## config.mk

```make
export PLATFORM = sky130hd
export DESIGN_NAME = mac_sequencer
export DESIGN_NICKNAME = d
export VERILOG_FILES = /design/src/rtl/mac_pkg.sv /design/src/rtl/mul_unit.sv /design/src/rtl/mac_sequencer.sv
export SDC_FILE = /design/constraint.sdc
export NUM_CORES = 1
export LEC_CHECK = 0
export ABC_AREA = 1
export CORE_ASPECT_RATIO = 1.2
export CORE_UTILIZATION = 52
export DETAILED_ROUTE_END_ITERATION = 8
export PLACE_DENSITY = 0.78
export SYNTH_ARGS = -nofsm -noshare
export SYNTH_HDL_FRONTEND = slang
export SYNTH_SLANG_ARGS = --single-unit
export TNS_END_PERCENT = 1
```

## constraint.sdc

```tcl
create_clock -name clk -period 3 [get_ports clk]
set_input_delay 0.45 -clock clk [delete_from_list [all_inputs] [get_ports clk]]
set_output_delay 0.45 -clock clk [all_outputs]
set_load 0.01 [all_outputs]
```

## src/rtl/mac_pkg.sv

```systemverilog
// Shared types and defaults for the multiply-accumulate sequencer.
// Latency: none (declarations only).
// Backpressure: not applicable.
package mac_pkg;

  localparam int MAC_OPW_DEF  = 2;
  localparam int MAC_OUTW_DEF = 5;

  typedef enum logic [1:0] {
    ST_IDLE,
    ST_MUL1,
    ST_MUL2,
    ST_DONE
  } mac_state_t;

endpackage

```

## src/rtl/mul_unit.sv

```systemverilog
// Combinational OPW x OPW unsigned multiplier with a full-width product.
// Latency: zero cycles (pure combinational).
// Backpressure: none; the caller sequences operands.
module mul_unit #(
  parameter int OPW = 2
) (
  input  logic [OPW-1:0]   a,
  input  logic [OPW-1:0]   b,
  output logic [2*OPW-1:0] p
);

  // Zero-extend both operands so the product is computed at full width.
  assign p = {{OPW{1'b0}}, a} * {{OPW{1'b0}}, b};

endmodule

```

## src/rtl/mac_sequencer.sv

```systemverilog
// Computes a*b + c*d through one shared multiplier over two cycles; optional
// running sum across transactions (macro MAC_SEQUENCER_ACCUM_EN) adds a saturating accumulator and clr.
// Latency: out_valid rises on the third edge counting the accepting edge; one result per 3 cycles.
// Backpressure: result held in DONE until out_ready; in_ready low while multiplying or stalled.
module mac_sequencer
  import mac_pkg::*;
#(
  parameter int OPW  = MAC_OPW_DEF,
  // Must be at least 2*OPW+1 so a single transaction never overflows.
  parameter int OUTW = MAC_OUTW_DEF
) (
  input  logic            clk,
  input  logic            rst_n,
`ifdef MAC_SEQUENCER_ACCUM_EN
  input  logic            clr,
`endif
  input  logic            in_valid,
  output logic            in_ready,
  input  logic [OPW-1:0]  a,
  input  logic [OPW-1:0]  b,
  input  logic [OPW-1:0]  c,
  input  logic [OPW-1:0]  d,
  output logic [OUTW-1:0] out,
  output logic            out_valid,
  input  logic            out_ready,
  output logic            busy
);

  mac_state_t        state;
  logic [OPW-1:0]    ra, rb, rc, rd;
  logic [OUTW-1:0]   acc;
  logic [OPW-1:0]    mul_a, mul_b;
  logic [2*OPW-1:0]  prod;
  logic [OUTW-1:0]   add_base;
  logic [OUTW:0]     sum;
  logic [OUTW-1:0]   next_acc;
  logic              accept;

  assign in_ready = (state == ST_IDLE) | ((state == ST_DONE) & out_ready);
  assign accept   = in_valid & in_ready;
  assign busy     = (state != ST_IDLE);

  mul_unit #(.OPW(OPW)) u_mul (
    .a (mul_a),
    .b (mul_b),
    .p (prod)
  );

  // Steer captured operands into the shared multiplier and pick the addend base.
  always_comb begin
    mul_a    = rc;
    mul_b    = rd;
    add_base = acc;
    if (state == ST_MUL1) begin
      mul_a = ra;
      mul_b = rb;
`ifdef MAC_SEQUENCER_ACCUM_EN
      add_base = acc;
`else
      add_base = '0;
`endif
    end
  end

  // One spare bit detects overflow; clamp to all-ones when it is set.
  assign sum      = {1'b0, add_base} + {{(OUTW+1-2*OPW){1'b0}}, prod};
  assign next_acc = sum[OUTW] ? {OUTW{1'b1}} : sum[OUTW-1:0];

  // Sequencer: capture operands, two multiply phases, then hold the result.
  always_ff @(posedge clk or negedge rst_n) begin
    if (!rst_n) begin
      state     <= ST_IDLE;
      acc       <= '0;
      ra        <= '0;
      rb        <= '0;
      rc        <= '0;
      rd        <= '0;
      out       <= '0;
      out_valid <= 1'b0;
    end else begin
      if (accept) begin
        ra <= a;
        rb <= b;
        rc <= c;
        rd <= d;
      end
      case (state)
        ST_IDLE: begin
          if (accept) state <= ST_MUL1;
        end
        ST_MUL1: begin
          acc   <= next_acc;
          state <= ST_MUL2;
        end
        ST_MUL2: begin
          acc       <= next_acc;
          out       <= next_acc;
          out_valid <= 1'b1;
          state     <= ST_DONE;
        end
        ST_DONE: begin
          if (out_ready) begin
            out_valid <= 1'b0;
            state     <= accept ? ST_MUL1 : ST_IDLE;
          end
        end
        default: state <= ST_IDLE;
      endcase
`ifdef MAC_SEQUENCER_ACCUM_EN
      // Clear wins over a simultaneous accept; the new set then sums from zero.
      if (clr && ((state == ST_IDLE) || (state == ST_DONE))) acc <= '0;
`endif
    end
  end

endmodule

```

==> Word-level counts from Yosys, hierarchy flattened <==
Index checks and enable logic that the tools add are counted.
{ "word_totals": {"ff_bits": 21, "input_bits": 12, "wordCells": 34} }
{ "classes": {"n_addsub": 1, "mul": 1, "n_eq_ne": 5, "n_mux": 10, "n_bitwise": 3, "n_reduce_logical": 6} }
{ "op_table": {"columns": ["op", "n"], "rows": [
  ["5-bit two-way mux", 2],
  ["2-bit two-way mux", 4],
  ["2-bit case mux with 4 select lines", 1],
  ["5-bit by 4-bit adder with 6-bit output", 1],
  ["2-bit == test, second input constant", 2],
  ["2-bit by 2-bit multiplier with 4-bit output", 1],
  ["2-bit != test, second input constant", 2],
  ["2-bit AND reduction", 2],
  ["2-bit nonzero test", 2],
  ["1-bit bitwise AND", 2],
  ["2-bit by 1-bit == test with 1-bit output, second input constant", 1],
  ["2-bit zero test", 1],
  ["1-bit two-way mux", 2],
  ["1-bit case mux with 2 select lines", 1],
  ["2-bit OR reduction", 1],
  ["1-bit bitwise OR", 1]
]} }

==> Depth between registers and ports, before layout <==
Gate-level depths: netlist of run 1.
{ "depth": {"depth_word": 7, "ltp_mapped": 14, "ltp_nobuf": 13} }

==> Modules after synthesis <==
Synthesis of run 1 repeated with hierarchy kept, for this count alone.
{ "unflattened": {"hier_cells": 153, "area_unflattened_um2": 1301.2} }
{ "by_module_without_submodules": {"columns": ["module", "instances", "cells_each", "area_each_um2"], "rows": [
  ["mac_sequencer", 1, 143, 1246.2],
  ["mul_unit", 1, 10, 55.1]
]} }

==> Worst setup path after synthesis of run 1 <==
No wires, ideal clock.
{ "synth_path": {"path_type": "reg-to-reg", "start": "register state[1]", "end": "register out[3]", "arrival_time_ps": 2579, "slack_ps": 305, "stages_incl_launch_ff": 15, "cell_sequence": "dfrtp_1 -> inv_1 -> ha_1 -> buf_4 -> mux2i_1 -> nor2_1 -> fa_1 -> ha_1 -> fa_1 -> nand2_1 -> nand2_1 -> nand2_2 -> o21ai_2 -> nand2_1 -> nand2_1"} }
{ "synth_between": {"elab_chain_cells": 5, "word_cells_on_any_way": 8, "classes_between": "1 x add/sub; 1 x mul; 2 x eq/ne; 4 x mux"} }
{ "synth_lines": {"columns": ["element", "line_no", "source"], "rows": [
  ["start, declared", "mac_sequencer.sv:29", "mac_state_t state;"],
  ["start signal, assigned", "mac_sequencer.sv:104", "state <= accept ? ST_MUL1 : ST_IDLE;"],
  ["2-bit by 1-bit == test with 1-bit output", "mac_sequencer.sv:54", "if (state == ST_MUL1) begin"],
  ["2-bit two-way mux", "mac_sequencer.sv:54", null],
  ["2-bit by 2-bit multiplier with 4-bit output", "mul_unit.sv:13", "assign p = {{OPW{1'b0}}, a} * {{OPW{1'b0}}, b};"],
  ["5-bit by 4-bit adder with 6-bit output", "mac_sequencer.sv:66", "assign sum = {1'b0, add_base} + {{(OUTW+1-2*OPW){1'b0}}, prod};"],
  ["5-bit two-way mux", "mac_sequencer.sv:67", "assign next_acc = sum[OUTW] ? {OUTW{1'b1}} : sum[OUTW-1:0];"],
  ["end signal, assigned", "mac_sequencer.sv:97", "out <= next_acc;"],
  ["end, declared", "mac_sequencer.sv:23", "output logic [OUTW-1:0] out,"]
]} }
Several ways; a longest one is shown, not always the timed one.
A chain may end at the register's enable or synchronous reset.

==> Worst setup path in the final report of run 1 <==
{ "layout_path": {"start": "register state[1]", "end": "register acc[3]"} }
{ "layout_between": {"elab_chain_cells": 5, "word_cells_on_any_way": 9, "classes_between": "1 x add/sub; 1 x mul; 2 x eq/ne; 4 x mux; 1 x reduce/logical"} }
{ "layout_lines": {"columns": ["element", "line_no", "source"], "rows": [
  ["2-bit by 1-bit == test with 1-bit output", "mac_sequencer.sv:54, mac_sequencer.sv:87", null],
  ["2-bit two-way mux", "mac_sequencer.sv:54", null],
  ["2-bit by 2-bit multiplier with 4-bit output", "mul_unit.sv:13", null],
  ["5-bit by 4-bit adder with 6-bit output", "mac_sequencer.sv:66", null],
  ["5-bit two-way mux", "mac_sequencer.sv:67", null],
  ["end signal, assigned", "mac_sequencer.sv:92", "acc <= next_acc;"],
  ["end signal, assigned", "mac_sequencer.sv:96", "acc <= next_acc;"],
  ["end, declared", "mac_sequencer.sv:31", "logic [OUTW-1:0] acc;"]
]} }
Several ways; a longest one is shown, not always the timed one.

==> impl_metrics.csv, run 1 <==
group,metric,value,unit
synthesis,synth.avg_cell_area,8.35,sq um
grt,grt-ovfl-total,0,
die,dieWidth,46.1,microns
job,maxCapViolations,0,
synthesis,netlist_instances,145,
synthesis,netlist_area,0.00121,sq mm
setup_path,crit_fanout,7,
cts,cts.clk_slew.worst_paths,0.13,ns
grt,grt_max_degree,22,
pwr,switching_share,45.8,%
min_path,hp-class,"flop to flop",
outcome,outcome,"finished clean",
sta,final-setup-viol-count,0,
synthesis,synth_largest_area_cell,"dfrtp_1",
sta,worst_slew_pin_slew,0.924,ns
die,die-area,0.00253,sq mm
cts,root_buffer,"clkbuf_4",
setup_path,start_kind,"flop",
layout,final_nets,190,
layout,multi_input_area,597,sq um
synthesis,syn_nets,169,
sta,fmax,0.353,GHz
routing,wl_per_cell,12.8,microns
sta,timing.slew.headroom,38.2,%
die,die_h,54.9,microns
sta,hold_viol,0,
sta,finalCriticalPeriod,2.84,ns
placed_design,gp_congestion,0.867,
pwr,power_frac_comb,59.8,%
sta,finalClockSkew,0.0112,ns
grt,grt_pass1_wl,4060,microns
die,start_util,57.2,%
layout,diodes,0,
synthesis,yosysUniqueCellTypes,19,
cts,post-cts-setup-buffers,0,
cts,cts_buffer_depth,2,
routing,avgViaCountPerCell,5.13,
layout,fin_cells,195,
pwr,seqPwrFrac,31.5,%
placed_design,io_buffers,19,
cts,clock-sinks,21,
pwr,ir_drop,0.763,mV
pwr,p_int,892,uW
grt,grt_pass1_vias,938,
routing,remaining_drc_errors,0,
pwr,power_switching,754,uW
setup_path,endpoint_kind,"flop",
layout,fillers,191,
synthesis,ys_top_cells_by_area,"dfrtp_1, nand2_1, ha_1",
placed_design,place.detailed.hpwl,1980,microns
setup_path,arrival,3.06,ns
routing,drt-pass1-iter-count,5,
die,ioPinCount,20,
sta,period_share,94.5,%
grt,antenna_found_initial,0,
synthesis,ys_ff_latch,21,
pwr,clock_power_share,8.7,%
pwr,power,1.65,mW
synthesis,ys_warn_count,0,
die,rows,18,
pwr,power_leakage,0.766,nW
routing,routed_wl,2490,microns
routing,vias,1001,
grt,grt_usage,23.5,%
sta,drv_slew,0,
synthesis,synth_seq_area_share,43.4,%
setup_path,criticalPathCategory,"flop to flop",
synthesis,synth_top_area_share,43.4,%
routing,drt_iter0_drc,26,
cts,htreeDepth,1,
cts,cts_buffers,3,
pwr,power_density,1120,mW/mm^2
cts,insertion_delay,0.32,ns
cts,cts_tree,"built",
placed_design,dp_cells,191,
sta,rsz0062_at_grt,"false",
die,core,0.00212,sq mm
sta,setup_tns,0,ns
routing,final_antenna_net_count,0,
setup_path,required,3.23,ns
layout,post-route-util,69.3,%
layout,layout-drive-gt1-share,7.27,%
layout,area_delta_synth_final,21.1,%
layout,regArea,526,sq um
[sequential cells by signal, indices dropped and copies added, names as in the netlist]
| name | flops |
|---|---|
| acc | 5 |
| out | 5 |
| ra | 2 |
| rb | 2 |
| rc | 2 |
| rd | 2 |
| state | 2 |
| out_valid | 1 |
[cells by family after synthesis]
family	count (synthesis)	synth area share [%]
simple gates	67	22.6
fa+ha+maj	12	13.6
mux	4	3.31
buf+inv	25	8.37
compound gates	16	8.68
flops	21	43.4
[what timing repair did]
action,CTS,global route
endpoints found under the setup margin,1,7
hold buffers,0,0
resized for setup,1,2
[layout make-up]
class                   count  area share [%]
multi-input cells          99            40.7
flip-flops and latches     21            35.8
repair buffers             20            13.5
inverters                  21            5.38
well taps                  30            2.56
clock buffers               3            1.54
clock inverters             1           0.512
[cell usage in the layout (no fill, tap or decap)]
master / instances
nand2_1: 38
dfrtp_1: 21
inv_1: 19
clkdlybuf4s50_1: 19
nor2_1: 17
nand3_1: 10
ha_1: 9
a31oi_1: 6
a21oi_1: 5
mux2i_1: 4
clkbuf_4: 3
inv_2: 2
o21ai_0: 2
fa_1: 2
o21ai_4: 1
nand2_4: 1
nand2_2: 1
o21ai_2: 1
o21bai_1: 1
ha_4: 1
clkinvlp_4: 1
buf_4: 1
[per-stage QoR]
stage / worst slack (ns) / hold WS, ns / instance area, sq um
finish: 0.165 / 0.500 / 1470
detailed placement: 0.00658 / 0.472 / 1420
floorplan: 0.305 / 0.154 / 1210
CTS: 0.0542 / 0.506 / 1460
global placement: 0.134 / 0.467 / 1420
global route: 0.00144 / 0.529 / 1470
[cell usage after synthesis, drive strengths merged]
cell / number
o21ai: 4
a31oi: 6
o21bai: 1
ha: 10
dfrtp: 21
a21oi: 5
mux2i: 4
fa: 2
buf: 4
inv: 21
nor2: 17
nand3: 10
nand2: 40
[per-layer routing]
layer	GRT usage (%)	share of wire, %	vias to the layer above	wire (microns)
li1	-	-	496	-
met1	31.1	47	473	1170
met2	37.1	47	27	1180
met3	2.97	3.5	5	88
met4	12.7	2.0	0	51
met5	0	0	-	0
[worst max-delay path, cell delays in order, from the launching register on]
cell,delay [ns]
dfrtp_1,0.45
inv_2,0.12
ha_4,0.18
mux2i_1,0.25
nor2_1,0.09
fa_1,0.48
ha_1,0.24
fa_1,0.38
nand2_1,0.09
nand2_1,0.08
nand2_2,0.16
o21ai_2,0.09
nand2_1,0.06
nand2_1,0.06
[power by group through the flow]
stage | combinational (mW) | sequential, mW | clock, mW
after detailed placement | 0.970 | 0.519 | 0
final | 0.984 | 0.518 | 0.144
after CTS | 0.976 | 0.513 | 0.145
after global placement | 0.928 | 0.513 | 0
after floorplan | 0.656 | 0.511 | 0
after global routing | 1.12 | 0.533 | 0.154
[path summary, 6_finish.rpt]
path | startpoint | endpoint | slack (ns) | cells past startpoint
worst max-delay path | state[1]$_DFFE_PN0P_ | acc[3]$_DFFE_PN0P_ | 0.16 | 13
worst min-delay path | rb[0]$_DFFE_PN0P_ | rb[0]$_DFFE_PN0P_ | 0.50 | 2
worst max register to register | state[1]$_DFFE_PN0P_ | acc[3]$_DFFE_PN0P_ | 0.16 | 13
worst min register to register | rb[0]$_DFFE_PN0P_ | rb[0]$_DFFE_PN0P_ | 0.50 | 2
max in group asynchronous | rst_n | rb[1]$_DFFE_PN0P_ | 1.80 | 1
min in group asynchronous | rst_n | out_valid$_DFFE_PN0P_ | 0.63 | 1
Note: power is estimated with default switching activity, not from simulation.
==> run 2: changes to the inputs <==
Settings changed: SKIP_LAST_GASP from default to 1.
==> results of run 2 <==
Final layout, timing and power as in run 1 (identical DEF).
==> run 3: changes to the inputs <==
Settings changed: CTS_CLUSTER_SIZE from default to 12, MAX_ROUTING_LAYER from default to met4, SLEW_MARGIN from default to 20.
==> run 3 against run 2 <==
  * Critical path depth stayed put
  * Utilization stayed put
  * Non-clock buffer count stayed put
  * Global-route usage is 0.74 points higher
  * Sequential power hardly changed
  * Final area stayed put
  * Sequential share of layout area stayed put
  * Clock skew hardly changed
  * Power is 0.16% higher
  * Combinational power hardly changed
  * Critical path type unchanged
  * Critical endpoint unchanged
==> impl_metrics.csv, run 3 (synthesis results as in run 1) <==
group,metric,value,unit
pwr,ir_drop,0.770,mV
job,maxCapViolations,0,
routing,remaining_drc_errors,0,
sta,fmax,0.352,GHz
outcome,outcome,"finished clean",
sta,period_share,94.6,%
routing,routed_wl,2510,microns
cts,cts_tree,"built",
sta,finalClockSkew,0.0112,ns
routing,wl_per_cell,12.9,microns
setup_path,endpoint_kind,"flop",
die,dieWidth,46.1,microns
cts,cts_buffer_depth,2,
routing,avgViaCountPerCell,5.13,
layout,fin_cells,195,
routing,drt_iter0_drc,26,
grt,antenna_found_initial,0,
routing,drt-pass1-iter-count,4,
cts,cts_buffers,3,
die,ioPinCount,20,
cts,root_buffer,"clkbuf_4",
grt,busiest_layer,"met2",
pwr,power_leakage,0.766,nW
die,die-area,0.00253,sq mm
placed_design,dp_cells,191,
layout,reg.largest.list,"acc: 5 flops, out: 5 flops",
setup_path,start_kind,"flop",
setup_path,criticalPathCategory,"flop to flop",
cts,post-cts-setup-buffers,0,
grt,grtUsageMet3,2.97,%
placed_design,place.detailed.hpwl,1980,microns
placed_design,gp_congestion,0.882,
grt,grt_max_degree,22,
pwr,power,1.65,mW
min_path,hp-class,"flop to flop",
grt,grt_pass1_wl,4080,microns
sta,setup_tns,0,ns
routing,vias,1000,
layout,final_nets,190,
layout,diodes,0,
layout,final_cell_mix,"nand2_1, dfrtp_1, inv_1, clkdlybuf4s50_1, nor2_1",
layout,post-route-util,69.3,%
grt,grt_usage,24.3,%
sta,timing.slew.headroom,38.5,%
setup_path,arrival,3.07,ns
sta,drv_slew,0,
sta,final-setup-viol-count,0,
layout,area_delta_synth_final,21.1,%
cts,htreeDepth,1,
setup_path,crit_fanout,7,
cts,clock-sinks,21,
sta,finalCriticalPeriod,2.84,ns
cts,insertion_delay,0.32,ns
sta,rsz0062_at_grt,"false",
setup_path,required,3.23,ns
grt,grt_pass1_vias,938,
placed_design,io_buffers,19,
sta,hold_viol,0,
die,start_util,57.2,%
sta,holdWs,0.504,ns
grt,grt-ovfl-total,0,
pwr,power_density,1120,mW/mm^2
routing,final_antenna_net_count,0,
grt,use_met1,31.4,%
layout,layout-drive-gt1-share,7.27,%
sta,worst_slew_pin_slew,0.920,ns
die,core,0.00212,sq mm
die,rows,18,
layout,mostFrequentLayoutCell,"nand2_1",
cts,cts.clk_slew.worst_paths,0.13,ns
die,die_h,54.9,microns
grt,grtUsageMet2,37.1,%
[run 3: path summary, 6_finish.rpt]
kind / to / depth (start not counted) / slack (ns) / from
max reg2reg: acc[3]$_DFFE_PN0P_ / 13 / 0.16 / state[1]$_DFFE_PN0P_
max in group asynchronous: rc[1]$_DFFE_PN0P_ / 1 / 1.80 / rst_n
min in group asynchronous: out[1]$_DFFE_PN0P_ / 1 / 0.62 / rst_n
min: rc[0]$_DFFE_PN0P_ / 2 / 0.50 / rc[0]$_DFFE_PN0P_
min reg2reg: rc[0]$_DFFE_PN0P_ / 2 / 0.50 / rc[0]$_DFFE_PN0P_
max: acc[3]$_DFFE_PN0P_ / 13 / 0.16 / state[1]$_DFFE_PN0P_
[run 3: metal layers]
layer / wire [microns] / vias to the layer above / part of all wire, %
met4: 44 / 0 / 1.8
met3: 89 / 4 / 3.5
met5: 0 / - / 0
met1: 1170 / 478 / 46
li1: - / 493 / -
met2: 1210 / 25 / 48
[run 3: through the flow]
| step | instance area (sq um) | setup slack, ns |
|---|---|---|
| floorplan | 1210 | 0.305 |
| global placement | 1420 | 0.134 |
| detailed placement | 1420 | 0.00658 |
| CTS | 1460 | 0.0542 |
| global route | 1470 | 0.00126 |
| finish | 1470 | 0.162 |
[run 3: power breakdown]
part           internal (mW)  switching [mW]
clock network         0.0510          0.0955
registers              0.425          0.0925
logic                  0.415           0.569
[run 3: what timing repair did]
action                                  4_1_cts  5_1_grt
resized for setup                             1        2
endpoints found under the setup margin        1        7
hold buffers                                  0        0
[run 3: final cells by class]
class | instances | area, sq um
Fill cell | 191 | 651
Inverter | 21 | 78.8
Sequential cell | 21 | 526
Multi-Input combinational cell | 99 | 597
Clock buffer | 3 | 22.5
Timing Repair Buffer | 20 | 198
Clock inverter | 1 | 7.51
Tap cell | 30 | 37.5
[run 3: worst max-delay path, stage by stage, from the launching register on]
cell	delay [ns]
dfrtp_1	0.45
inv_2	0.12
ha_4	0.18
mux2i_1	0.25
nor2_1	0.09
fa_1	0.48
ha_1	0.24
fa_1	0.38
nand2_1	0.09
nand2_1	0.08
nand2_2	0.16
o21ai_2	0.09
nand2_1	0.06
nand2_1	0.06
